[src/rtl/pwm_pkg.sv]
// pwm_pkg: shared mode type, default sizes and duty slice helper for the PWM block
package pwm_pkg;
  typedef enum logic {PWM_EDGE = 1'b0, PWM_CENTER = 1'b1} pwm_mode_e;
  localparam int WIDTH_DEF = 8;
  localparam int CHANNELS_DEF = 4;
  localparam int PRE_W_DEF = 8;
  function automatic int duty_lsb(input int ch, input int width);
    return ch * width;
  endfunction
endpackage

[src/rtl/pwm_prescaler.sv]
// pwm_prescaler: clock divider producing a tick every Prescale+1 clocks
module pwm_prescaler #(
  parameter int PRE_W = 8
) (
  input  logic             Clock,
  input  logic             Resetn,
  input  logic             Clear,
  input  logic [PRE_W-1:0] Prescale,
  output logic             Tick
);
  logic [PRE_W-1:0] cnt_q, cnt_d;
  // >= rather than == so a lowered Prescale wraps on the next clock
  always_comb begin
    Tick = !Clear && (cnt_q >= Prescale);
    cnt_d = (Clear || Tick) ? '0 : cnt_q + 1'b1;
  end
  // divider state
  always_ff @(posedge Clock or negedge Resetn)
    if (!Resetn) cnt_q <= '0;
    else cnt_q <= cnt_d;
endmodule

[src/rtl/pwm_multi.sv]
// pwm_multi: multi-channel PWM with shared counter and double-buffered top/mode/duty
module pwm_multi import pwm_pkg::*; #(
  parameter int WIDTH = WIDTH_DEF,
  parameter int CHANNELS = CHANNELS_DEF,
  parameter int PRE_W = PRE_W_DEF
) (
  input  logic                      Clock,
  input  logic                      Resetn,
  input  logic                      Enable,
  input  logic [PRE_W-1:0]          Prescale,
  input  logic [WIDTH-1:0]          Top,
  input  logic                      Center,
  input  logic [CHANNELS*WIDTH-1:0] Duty,
  input  logic                      Load,
  output logic [CHANNELS-1:0]       Y,
  output logic [WIDTH-1:0]          Q,
  output logic                      PeriodStart,
  output logic                      Pending
);
  logic tick, top_hit, boundary;
  logic [WIDTH-1:0] q_q, q_d, edge_nx, center_nx, step_nx;
  logic dir_q, dir_d, restart_q, restart_d, ps_q, ps_d, pend_q, pend_d;
  logic [CHANNELS-1:0] y_q, y_d;
  logic [WIDTH-1:0] sh_top_q, sh_top_d, act_top_q, act_top_d;
  pwm_mode_e sh_mode_q, sh_mode_d, act_mode_q, act_mode_d;
  logic [CHANNELS*WIDTH-1:0] sh_duty_q, sh_duty_d, act_duty_q, act_duty_d;

  pwm_prescaler #(.PRE_W(PRE_W)) u_pre (
    .Clock(Clock),
    .Resetn(Resetn),
    .Clear(!Enable),
    .Prescale(Prescale),
    .Tick(tick)
  );

  // counter stepping; a boundary is any tick that lands Q on 0 (restart after enable included)
  always_comb begin
    top_hit = q_q >= act_top_q;
    edge_nx = top_hit ? '0 : q_q + 1'b1;
    center_nx = (dir_q || top_hit) ? ((q_q == '0) ? '0 : q_q - 1'b1) : q_q + 1'b1;
    step_nx = restart_q ? '0 : (act_mode_q == PWM_CENTER) ? center_nx : edge_nx;
    boundary = tick && (step_nx == '0);
    q_d = !Enable ? '0 : tick ? step_nx : q_q;
    dir_d = (!Enable || boundary) ? 1'b0 : tick ? ((act_mode_q == PWM_CENTER) && (dir_q || top_hit)) : dir_q;
    restart_d = !Enable ? 1'b1 : tick ? 1'b0 : restart_q;
    ps_d = boundary;
  end

  // shadow captures on Load; active takes the old shadow only at a boundary
  always_comb begin
    pend_d = Load || (pend_q && !boundary);
    sh_top_d = Load ? Top : sh_top_q;
    sh_mode_d = Load ? pwm_mode_e'(Center) : sh_mode_q;
    sh_duty_d = Load ? Duty : sh_duty_q;
    act_top_d = (boundary && pend_q) ? sh_top_q : act_top_q;
    act_mode_d = (boundary && pend_q) ? sh_mode_q : act_mode_q;
    act_duty_d = (boundary && pend_q) ? sh_duty_q : act_duty_q;
  end

  // in center mode the Q==duty step counts as high on the descending half so the pulse is symmetric
  for (genvar i = 0; i < CHANNELS; i++) begin : g_ch
    logic [WIDTH-1:0] duty;
    assign duty = act_duty_q[duty_lsb(i, WIDTH) +: WIDTH];
    assign y_d[i] = Enable && ((q_q < duty) ||
      ((act_mode_q == PWM_CENTER) && (duty != '0) && (q_q == duty) && (dir_q || top_hit)));
  end

  // state registers
  always_ff @(posedge Clock or negedge Resetn)
    if (!Resetn) begin
      q_q <= '0;
      dir_q <= 1'b0;
      restart_q <= 1'b0;
      ps_q <= 1'b0;
      pend_q <= 1'b0;
      y_q <= '0;
      sh_top_q <= '1;
      act_top_q <= '1;
      sh_mode_q <= PWM_EDGE;
      act_mode_q <= PWM_EDGE;
      sh_duty_q <= '0;
      act_duty_q <= '0;
    end else begin
      q_q <= q_d;
      dir_q <= dir_d;
      restart_q <= restart_d;
      ps_q <= ps_d;
      pend_q <= pend_d;
      y_q <= y_d;
      sh_top_q <= sh_top_d;
      act_top_q <= act_top_d;
      sh_mode_q <= sh_mode_d;
      act_mode_q <= act_mode_d;
      sh_duty_q <= sh_duty_d;
      act_duty_q <= act_duty_d;
    end

  assign Y = y_q;
  assign Q = q_q;
  assign PeriodStart = ps_q;
  assign Pending = pend_q;
endmodule

[config.mk]
export PLATFORM = sky130hd
export DESIGN_NAME = pwm_multi
export DESIGN_NICKNAME = d
export VERILOG_FILES = /design/src/rtl/pwm_pkg.sv /design/src/rtl/pwm_prescaler.sv /design/src/rtl/pwm_multi.sv
export SDC_FILE = /design/constraint.sdc
export NUM_CORES = 1
export LEC_CHECK = 0
export CAP_MARGIN = 25
export CORE_MARGIN = 2
export CORE_UTILIZATION = 40
export DETAILED_ROUTE_END_ITERATION = 7
export GPL_TIMING_DRIVEN = 0
export PLACE_DENSITY = 0.58
export SYNTH_ARGS = -nofsm -noshare
export SYNTH_HDL_FRONTEND = slang
export SYNTH_HIERARCHICAL = 1
export SYNTH_SLANG_ARGS = --single-unit
export TNS_END_PERCENT = 10
[constraint.sdc]
create_clock -name Clock -period 3.7 [get_ports Clock]
set_input_delay 0.74 -clock Clock [delete_from_list [all_inputs] [get_ports Clock]]
set_output_delay 0.74 -clock Clock [all_outputs]
set_load 0.03 [all_outputs]
==> impl_summary.txt <==
----------------------------------------------------
[Routing]
  TritonRoute pass-1 iters ... 4
  Starting DRT DRC Count ... 243
  Vias per cell ... 5.285
  Mean routed wirelength per cell ... 16.65 um
  Remaining routing DRC violations ... 0
  Antenna Violating Nets Remaining ... 0
  Total detailed-routing wirelength ... 12,920 um
  Vias ... between 4,000 and 5,000

[Place]
  Total of buffers placed on input and output ports ... 64
  Post-DP HPWL ... 9523 um
  Area of placed instances ... between 6000 and 7000 um2
  Final weighted congestion in routability-driven placement ... between 0.8 and 0.9
  Pre-CTS WS ... -0.2407 ns
  Cell Count Post-Placement ... 759

[Global routing]
  Overall Global Routing Usage ... between 10% and 20%
  Wire length of the first global-routing pass ... 21,980 um
  Global Route met1 Usage ... 23.47%
  GR met2 Demand/Resource ... 28.15%
  Final global-route overflow total ... 0
  Met3 demand-to-capacity share in global routing ... approximately 3.8%
  Largest net degree at the start of global routing ... 75
  Initial antenna violation count ... 0
  Most congested layer reported by global routing ... met2
  Via count of the first global-routing pass ... 4,355

[Yosys]
  Count of synthesis-stage warnings from yosys ... 6
  Post-synth cell types ... 55
  Dominant cell type by area after synthesis ... dfrtp_1
  Async set or reset register ratio after synthesis ... 100.0%
  Number of enable flip-flop cells after synthesis ... 0
  Commonest register cell after synthesis ... dfrtp_1
  Synthesized netlist net count ... 615
  Cells taking the most area after synthesis ... dfrtp_1, ha_1, mux2_4
  Synth Instances ... 510
  Share of Yosys cell area claimed by the top area cell type ... a little under two fifths
  Part of the Yosys area used for sequential elements ... 44.23%
  Number of synthesized register bits ... 106
  Netlist area before placement ... 6042 um2
  Mean instance size in the synthesized netlist ... 11.85 um2

[Clock network]
  CTS Buffer Depth ... 2
  Clock buffer count from CTS ... 9
  Root Buffer Master ... clkbuf_16
  Clock sink count ... about 110
  Insertion delay of the later-clocked pin in the worst-skew pair ... 0.36 ns
  Post-CTS clock slew at the launch and capture registers of the worst setup and hold paths ... 0.07 ns
  CTS tree ... done
  Clock H-tree levels ... 3

[Worst setup path]
  Worst path bufs/invs ... 4
  Category of the worst setup path launch point ... input port
  Register-to-register setup slack ... 0.23 ns
  Maximum single-stage delay on the critical path ... 0.56 ns
  CP Data Arrival Time ... 3.79 ns
  Worst path required time ... 3.93 ns
  Crit Path Class ... in2reg
  Cell type of the slowest stage on the worst timing path ... o31ai_4
  Worst Setup End Kind ... register
  Largest delay contributor family on the critical path ... compound AO/OA/AOI/OAI gates
  Maximum fanout along the worst path ... 10
  Cells along the critical path ... clkdlybuf4s50_1 > inv_1 > ha_1 > o21a_1 > a21oi_2 > o31ai_4 > nor2b_1 > clkbuf_1 > o221a_2 > nand4_4 > buf_6 > mux2_4
  RR Endpoint ... act_duty_q[1]$_DFFE_PN0P_
  Depth of the most critical reg-to-reg path ... 10
  Launching point of the worst reg2reg path ... Q[1]$_DFFE_PN0P_

[Die]
  Count of pins on the block boundary ... 67
  Floorplan die width ... between 100 and 150 um
  Initial cell density of the core ... 41.26%
  Standard-cell row count ... 44
  Total die area ... 16,100 um2
  Die Y ... 126.9 um
  Area of the core ... 14,640 um2

[Timing]
  Post-route fraction of the period consumed by the critical path ... 96.17%
  Clock period minus final worst setup slack ... 3.558 ns
  PnR worst setup slack ... approximately 0.14 ns
  Post-route setup TNS ... 0 ns
  Worst slew pin tran ... 0.7518 ns
  Max transition margin ... 49.88%
  Clock tree skew after final layout ... 0.01287 ns
  RSZ-0062 raised after global routing ... false
  Hold violation total from the final report ... 0
  Final-report max-slew violation count ... 0
  Final setup violation count ... 0
  Max Fclk ... ~280 MHz

[Final layout]
  Number of antenna diodes ... 0
  Fraction of final layout cells with drive strength greater than 1 ... between 20% and 30%
  Total non-filler cell area in the finished layout ... roughly 7200 um2
  Area growth from synthesis to layout ... 19.67%
  # nets final ... 693
  Non-filler cells, final ... 776

[Pwr]
  Post-route total power ... 3.046 mW
  Peak VDD IR ... about 0.23 mV
  Pleak ... roughly 3.3 nW
  Pwr Density ... 421.2 nW/um2

[Min path]
  Worst hold path type ... in2async

[Run status]
  Result of the run ... finished, final reports clean

[Job]
  Maxcap violations ... 0

----------------------------------------------------
registers in the layout, summed over array words and instances (netlist names):
signal and flops:
act_top_q 8, Y 4, Q 8, u_pre/cnt_q 8
PeriodStart 1, dir_q 1, sh_mode_q 1, Pending 1
restart_q 1, act_duty_q 32, sh_top_q 8, act_mode_q 1
sh_duty_q 32
synthesized netlist by cell type, types with 4 or more instances:
master / instances
and3_1: 9
nor2b_1: 6
mux2_4: 40
dfrtp_1: 90
a211oi_1: 6
nor3_2: 8
dfstp_2: 16
or3_1: 4
nand4_1: 9
nor3_1: 5
clkbuf_1: 12
xnor2_1: 7
a21oi_1: 10
nand3_1: 12
a31oi_1: 4
buf_6: 4
o21a_1: 19
nand2b_1: 7
mux2_2: 43
inv_1: 49
nor4_1: 8
nor2_1: 12
a21o_1: 6
ha_1: 52
xor2_1: 6
o21ai_0: 9
nand2_1: 21
placed cells by master, fill, tap and decap left out, types with 4 or more instances in the layout:
master           count
mux2_4              40
clkinvlp_4           4
buf_6                4
or3_1                4
dfstp_2             16
o21ai_0              9
a21oi_1             10
nor4_1               8
clkdlybuf4s50_1     63
nand4_1              9
nor3_1               5
and3_1               9
nand2b_1             7
inv_1               48
xor2_1               6
nand3_1             12
nor2b_1              6
a21o_1               6
a211oi_1             6
xnor2_1              7
clkbuf_1            12
ha_1                52
nand2_1             20
nor2_1              12
dfrtp_1             89
a31oi_1              4
mux2_2              43
clkbuf_16            9
nor3_2               8
o21a_1              19
cell families after synthesis:
kind of cell               count (synthesis)  share of synthesized area, %
AOI/OAI and AO/OA                         76                         9.298
xor gates and xnor gates                  13                         1.884
adders and majority gates                 52                         10.77
buffers and inverters                     67                         4.659
DFF                                      106                         44.23
muxes                                     85                         18.29
and+or+nand+nor                          111                         10.87
worst register-to-register path, stage by stage (launching register included):
cell	delay [ns]
dfrtp_1	0.62
ha_1	0.34
or4_1	0.52
a21o_1	0.18
and3_1	0.21
o21a_1	0.31
o21ai_0	0.19
a31o_2	0.26
nand4_4	0.18
buf_6	0.22
mux2_4	0.30
layout make-up:
cell class	count	area (um2)
Tap cell	184	230.2
Inverter	50	191.4
Fill cell	1345	7413
Clock inverter	6	45.04
Sequential cell	106	2674
Timing Repair Buffer	67	680.7
Buffer	17	93.84
Clock buffer	9	225.2
Multi-Input combinational cell	337	3090
through the flow:
stage	utilization [%]	hold WS [ns]
final	49.38	0.3214
after global routing	49.38	0.3485
after CTS	49.22	0.3304
after detailed placement	47.38	0.4903
after global placement	47.21	0.4851
after floorplan	-	0.4444
where the power goes:
group | switching, mW | total [mW] | internal, mW
logic | 0.309 | 0.730 | 0.421
clock network | 0.426 | 0.879 | 0.453
registers | 0.107 | 1.44 | 1.33
total | 0.843 | 3.05 | 2.20
per-layer routing:
metal,vias up,wire length (um)
li1,1981,-
met1,2012,6071
met2,89,6098
met3,19,506
met4,0,244
met5,-,0
how the worst max path moves through the flow:
| stage | from | end | slack (ns) | cells past startpoint |
|---|---|---|---|---|
| CTS | Q[0]$_DFFE_PN0P_ | act_duty_q[30]$_DFFE_PN0P_ | 0.12 | 11 |
| global route | Prescale[3] | act_duty_q[1]$_DFFE_PN0P_ | 0.005 | 12 |
| global placement | Resetn | Y[0]$_DFF_PN0_ | -1.98 | 1 |
| detailed placement | Prescale[4] | act_duty_q[18]$_DFFE_PN0P_ | -0.24 | 12 |
| finish | Prescale[3] | act_duty_q[1]$_DFFE_PN0P_ | 0.14 | 12 |
| floorplan | Q[0]$_DFFE_PN0P_ | act_duty_q[0]$_DFFE_PN0P_ | 0.59 | 11 |
timing repair:
item,4_1_cts,5_1_grt
resized for setup,0,3
buffers inserted,0,2
setup endpoints to repair,0,40
endpoints found under the hold margin,0,0
hold buffers,0,0
(Power assumes the default switching activity.)
